`src/rtl/arbiter.sv`:
```
// arbiter: round-robin packet arbiter for a NoC router input stage.
// Each cycle one valid packet (bit 0 set) is picked from REN input buffers
// and registered onto output_data. Its index is registered onto shift so the
// upstream buffer can pop that entry. 4'hF on shift means "no grant".
// Build option: define ARB_FIXED_PRIO_EN for fixed lowest-index-wins priority.
// In that mode the round-robin pointer does not exist.
// Handshake: none. valid == packet bit 0. The consumer must drop entry
// `shift` before the next edge, or that entry competes again as a fresh request.

`ifndef PL
`define PL 8
`endif
`ifndef REN
`define REN 5
`endif

module arbiter #(
   parameter int PL  = `PL,   // packet width, bit 0 is the valid flag
   parameter int REN = `REN   // requesters, 2..15 so 4'hF stays free as "idle"
) (
   input  logic          clk,
   input  logic          rst_n,
   input  logic [0:PL-1] input_ [0:REN-1],
   output logic [0:PL-1] output_data,
   output logic [3:0]    shift
);

   logic [REN-1:0] w_req;
   logic           w_found;
   logic [3:0]     w_win;
   logic [0:PL-1]  w_data;

   // Request vector: the valid flag of every candidate packet.
   always_comb begin
      w_req = '0;
      for (int i = 0; i < REN; i++) begin
         w_req[i] = input_[i][0];
      end
   end

`ifdef ARB_FIXED_PRIO_EN
   // Fixed priority: the lowest-index requester wins. The loop descends, so
   // the last assignment made is the lowest index.
   always_comb begin
      w_found = 1'b0;
      w_win   = 4'hF;
      for (int i = REN - 1; i >= 0; i--) begin
         if (w_req[i]) begin
            w_found = 1'b1;
            w_win   = 4'(i);
         end
      end
   end
`else
   logic [3:0] r_rr_ptr;
   logic       w_hi_found;
   logic       w_lo_found;
   logic [3:0] w_hi_idx;
   logic [3:0] w_lo_idx;
   logic [3:0] w_next_ptr;

   // Round-robin search, split into two ranges. The "hi" range is
   // rr_ptr..REN-1 and the "lo" range is 0..rr_ptr-1. The lowest hit in hi
   // wins; otherwise the lowest hit in lo wins. This matches a wrapping scan
   // that starts at rr_ptr, and it avoids any variable-width array index.
   always_comb begin
      w_hi_found = 1'b0;
      w_lo_found = 1'b0;
      w_hi_idx   = 4'h0;
      w_lo_idx   = 4'h0;
      for (int i = REN - 1; i >= 0; i--) begin
         if (w_req[i]) begin
            if (i >= int'(r_rr_ptr)) begin
               w_hi_found = 1'b1;
               w_hi_idx   = 4'(i);
            end else begin
               w_lo_found = 1'b1;
               w_lo_idx   = 4'(i);
            end
         end
      end
      w_found    = w_hi_found | w_lo_found;
      w_win      = w_hi_found ? w_hi_idx : (w_lo_found ? w_lo_idx : 4'hF);
      w_next_ptr = (w_win == 4'(REN - 1)) ? 4'h0 : w_win + 4'h1;
   end
`endif

   // Packet mux: select the winning packet. With no winner the result is
   // all-zero, so an idle cycle never replays an old packet.
   always_comb begin
      w_data = '0;
      for (int i = 0; i < REN; i++) begin
         if (w_found && (w_win == 4'(i))) begin
            w_data = input_[i];
         end
      end
   end

   // Output and pointer registers. Reset drops any grant that is in flight.
   always_ff @(posedge clk) begin
      if (!rst_n) begin
         output_data <= '0;
         shift       <= 4'hF;
`ifndef ARB_FIXED_PRIO_EN
         r_rr_ptr    <= 4'h0;
`endif
      end else if (w_found) begin
         output_data <= w_data;
         shift       <= w_win;
`ifndef ARB_FIXED_PRIO_EN
         r_rr_ptr    <= w_next_ptr;
`endif
      end else begin
         output_data <= '0;
         shift       <= 4'hF;
      end
   end

endmodule

```
`config.mk`:
```
export PLATFORM = sky130hd
export DESIGN_NAME = arbiter
export DESIGN_NICKNAME = d
export VERILOG_FILES = /design/src/rtl/arbiter.sv
export SDC_FILE = /design/constraint.sdc
export NUM_CORES = 1
export LEC_CHECK = 0
export CAP_MARGIN = 20
export CORE_ASPECT_RATIO = 1.2
export CORE_MARGIN = 5
export CORE_UTILIZATION = 40
export DETAILED_ROUTE_END_ITERATION = 10
export PLACE_DENSITY = 0.77
export SYNTH_ARGS = -nofsm -noshare
export SYNTH_HDL_FRONTEND = slang
export SYNTH_SLANG_ARGS = --single-unit
export TNS_END_PERCENT = 30
```
`constraint.sdc`:
```
create_clock -name clk -period 4.25 [get_ports clk]
set_clock_uncertainty 0.2 [all_clocks]
set_input_delay 1.275 -clock clk [delete_from_list [all_inputs] [get_ports clk]]
set_output_delay 1.275 -clock clk [all_outputs]
set_load 0.005 [all_outputs]
```
# Word-level counts from Yosys, hierarchy flattened
# Cells that the tools add are included.
[op_classes]
n_eq_ne = 4
muxes = 48
n_div = 0
add_sub_neg = 1
n_bitwise = 1
n_mul = 0
magnitude_cmp = 5
shifts = 0
n_reduce_logical = 7
[op_table]
columns = ["op", "count"]
rows = [
  ["two-way mux 4 bit", 19],
  ["two-way mux 8 bit", 5],
  ["two-way mux 1 bit", 20],
  ["two-way mux 3 bit", 4],
  ["equality test 4 x 2 -> 1 bit, second input constant", 2],
  [">= comparator 1 x 4 -> 1 bit, first input constant", 2],
  [">= comparator 2 x 4 -> 1 bit, first input constant", 2],
  ["logical AND 1 bit", 5],
  ["adder 4 x 1 -> 4 bit, second input constant", 1],
  ["equality test 4 x 1 -> 1 bit, second input constant", 1],
  ["equality test 4 x 3 -> 1 bit, second input constant", 1],
  [">= comparator 3 x 4 -> 1 bit, first input constant", 1],
  ["zero test 4 bit", 1],
  ["AND reduction 2 bit", 1],
  ["OR 1 bit", 1],
]
[totals]
memories = 0
output_inout_bits = 12
mem_bits_ro = 0
elab_cells = 69
mem_bits_rw = 0
latchBits = 0
in_bits = 42
regBits = 16

# Depth between registers and ports, before layout
[logic_depth]
depth_word = 20
mapped_depth = 15
ltp_nobuf = 13

# Worst setup path before layout
# Ideal clock, no wire load.
[synth_timing]
kind = "in2reg"
from = "input input_[31] in the netlist's numbering"
to = "register output_data[1] in the netlist's numbering"
t_required_ns = 3.928
arrival_time_ns = 3.455
setup_time_ns = 0.122
n_path_buf = 2
stages = 15
path_slack_ns = 0.473
cell_sequence = "clkbuf_2 o21a_1 o32ai_4 o21ai_2 a22o_1 or2_1 inv_1 ha_1 clkbuf_1 nand3b_1 a21oi_1 a21oi_1 nor2_1 a21oi_1 a211oi_2"
[synth_via]
elab_chain_cells = 12
word_cells_on_any_way = 31
cone_classes = "eq/ne: 4; mux: 19; bitwise: 1; reduce/logical: 7"
[synth_rtl]
columns = ["element", "line", "rtl"]
rows = [
  ["from (decl)", "23", "input logic [0:PL-1] input_ [0:REN-1],"],
  ["two-way mux 4 bit / two-way mux 1 bit (equally long branches)", "72", "if (w_req[i]) begin"],
  ["two-way mux 4 bit / two-way mux 1 bit (equally long branches)", "73", "if (i >= int'(r_rr_ptr)) begin"],
  ["two-way mux 4 bit / two-way mux 1 bit (equally long branches)", "72", ""],
  ["two-way mux 4 bit", "83", "w_win = w_hi_found ? w_hi_idx : (w_lo_found ? w_lo_idx : 4'hF);"],
  ["two-way mux 4 bit (*)", "83", ""],
  ["named net w_win[0]", "30", "logic [3:0] w_win;"],
  ["zero test 4 bit", "93", "if (w_found && (w_win == 4'(i))) begin"],
  ["logical AND 1 bit", "93", ""],
  ["two-way mux 8 bit (4 in a row)", "93", ""],
  ["two-way mux 8 bit (*)", "93", ""],
  ["to (signal assigned)", "108", "output_data <= w_data;"],
  ["to (decl)", "24", "output logic [0:PL-1] output_data,"],
]
# The timed path passes the listed nets; every way through them passes the cells marked *.
# A chain may end at the register's enable or synchronous reset.

# Worst setup path after layout
[layout_timing]
from = "input input_[39] in the netlist's numbering"
to = "register output_data[3] in the netlist's numbering"
[layout_via]
elab_chain_cells = 10
word_cells_on_any_way = 23
cone_classes = "eq/ne: 4; mux: 11; bitwise: 1; reduce/logical: 7"
[layout_rtl]
columns = ["element", "line"]
rows = [
  ["two-way mux 4 bit / two-way mux 1 bit (equally long branches)", "72"],
  ["two-way mux 4 bit (2 in a row)", "83"],
  ["zero test 4 bit", "93"],
  ["logical AND 1 bit", "93"],
  ["two-way mux 8 bit (5 in a row)", "93"],
]
# Several ways; a longest one is shown, not always the timed one.

==> impl_metrics.yaml <==
layout:
  utilization_pct: 66.0
  final_nets: 254
  num-fill-cells: 237
  area_growth_pct: 58.3
  drive_above_1_share_pct: 16.9
  diodes: 0
sta:
  maxSlewHeadroom_pct: 57.1
  timing.final.crit_share_pct: 94.8
  tns_ps: 0
  setup_violations: 0
  finalCriticalPeriod_ps: 4030
  maxSlewViolCount: 0
  tightest_slew_ps: 640
  fmax_ghz: 0.248
  hold_viol: 0
worst_setup_path:
  cpMaxStageDelayCell: "clkdlybuf4s50_1"
  worst_setup_path_start_kind: "input port"
  cpPeakStageDelay_ps: 480
  setup.worst_path.class: "in2reg"
  reg2reg_slack_ps: 1090
  cp_top_family: "compound AO/OA/AOI/OAI gates"
  worstPathRequired_ps: 4200
  path_max_fanout: 16
  end_kind: "register"
  cp_cell_sequence: "clkdlybuf4s50_1 -> o21a_1 -> o32ai_4 -> o21ai_2 -> a22o_1 -> or2_1 -> buf_4 -> ha_1 -> a221oi_1 -> nor3_1 -> a21oi_1 -> a211oi_2"
  path_buf_inv: 2
  arrival_ps: 3970
cts:
  cts_max_path_buffers: 2
  cts_hold_buffers: 0
  cts_max_level: 1
  cts.sinks: 16
  cts_tree: "yes"
  clk_latency_ps: 280
  clkSlewWorstSetupHoldPaths_ps: 100
  root_buffer: "clkbuf_4"
  cts_resized: 0
  cts_inserted_buffers: 3
  post_cts_buffers: 0
floorplan:
  boundaryPins: 54
  initial_core_util_pct: 41.7
  rows: 21
  die_w_um: 59.4
  dieArea_um2: 4110
  coreArea_um2: 2810
  die_h_um: 69.3
logic_synthesis:
  ys_types: 38
  netlist_top_cells_area: "dfxtp_1 (27%), a21oi_1 (11%), a211oi_2 (7.5%)"
  async_reset_ff_share_pct: 0
  ys_ff_latch: 16
  yosysMostFrequentCell: "a21oi_1"
  yosysTopAreaCell: "dfxtp_1"
  yosysSeqAreaShare_pct: 27.4
  syn_nets: 189
  syn_area_um2: 1170
  yosysWarningCount: 0
  synth_top_area_share_pct: 27.4
  synthFlopType: "dfxtp_1"
  synth_commonest_cells: "a21oi_1 (25), dfxtp_1 (16), nor2_1 (9), inv_1 (8)"
  synth_edf_count: 0
  syn_inst: 143
  avgSynthCellArea_um2: 8.19
detailed_routing:
  dr.pass1.iters: 4
  routedWlPerCell_um: 15.3
  drcViolationCount: 0
  drt_wl_total_um: 3700
  postRouteAntennaNets: 0
  avgViaCountPerCell: 5.54
  vias: 1336
  drt_iter0_drc: 50
global_route:
  grt_pass1_vias: 1340
  track_usage_pct: 17.9
  antenna_found_initial: 0
  grt_max_degree: 20
  grt_pass1_wl_um: 5950
  gr-total-overflow: 0
worst_hold_path:
  hold_path.class: "reg2reg"
power_and_ir_drop:
  p_leak_uw: 0.000744
  power_density_nw_per_um2: 674
  fin_total_pwr_uw: 1250
  max-vdd-ir-drop_v: 0.000377
placed_design:
  gp_congestion: 0.973
  dp_hpwl_um: 2950
  io_buffer_count: 53
status:
  status: "completed"
flow_run:
  maxCapViolCount: 0
## metal layers
layer | global-route usage, % | vias to the layer above | share of wire (%)
met5 | 0 | - | 0
met4 | 6.05 | 0 | 1.4
met3 | 3.35 | 6 | 8.5
met2 | 32.8 | 49 | 53
met1 | 19.6 | 624 | 37
li1 | - | 657 | -
## final timing paths
kind	from	endpoint	cells after the start
worst max-delay path	input_[39]	output_data[3]	12
worst min-delay path	r_rr_ptr[1]	r_rr_ptr[1]	2
worst max register to register	r_rr_ptr[0]	output_data[3]	11
worst min register to register	r_rr_ptr[1]	r_rr_ptr[1]	2
## through the flow
stage               cells  hold WS (ps)  setup slack (ps)  area, um^2
CTS                   241           382               215        1850
global placement      237           341             -43.7        1820
global route          241           431             -7.23        1850
floorplan             143           289               473        1170
detailed placement    237           367             -88.8        1820
finish                241           393               223        1850
## layout make-up
class | instances | area, um^2 | area share (%)
flip-flops and latches | 16 | 320 | 17.3
well taps | 34 | 42.5 | 2.29
inverters | 8 | 30.0 | 1.62
clock buffers | 4 | 36.3 | 1.96
repair buffers | 70 | 658 | 35.5
multi-input cells | 109 | 767 | 41.4
## power breakdown
| part | total [uW] | switching [uW] | internal, uW |
|---|---|---|---|
| Combinational | 910 | 458 | 453 |
| Clock | 100 | 48.3 | 52.1 |
| Sequential | 239 | 37.0 | 202 |
## sequential cells by signal, indices dropped and copies added, names as in the netlist
register	count
r_rr_ptr	4
output_data	8
shift	4
## kinds of logic after synthesis
logic type,after synthesis,synth area share [%]
adder cells (fa/ha/maj),4,4.27
multiplexers,2,1.71
AO/OA/AOI/OAI,59,38.9
flip-flops,16,27.4
buffers and inverters,18,7.37
AND/OR/NAND/NOR,44,20.4
## worst reg2reg max path, cell delays in order (launching register included)
cell,delay (ps)
dfxtp_1,550
o21ai_0,170
a21boi_0,260
o211ai_1,150
a22o_1,260
or2_1,250
buf_4,150
ha_1,340
a221oi_1,320
nor3_1,100
a21oi_1,180
a211oi_2,90
## layout by cell type (no fill, tap or decap), types with 2 or more instances in the layout
cell / instances
nor2_1: 8
or3_1: 3
o21ai_0: 2
ha_1: 4
inv_1: 8
nand2_1: 7
dfxtp_1: 16
o211ai_1: 3
a221oi_1: 7
mux2i_1: 2
a21boi_0: 2
clkbuf_4: 3
a21oi_1: 25
or2_1: 3
o21ai_1: 3
nand3b_1: 2
buf_4: 17
nor3_1: 7
nor2b_1: 7
clkdlybuf4s50_1: 53
a211oi_2: 7
Note: power is estimated with default switching activity, not from simulation.
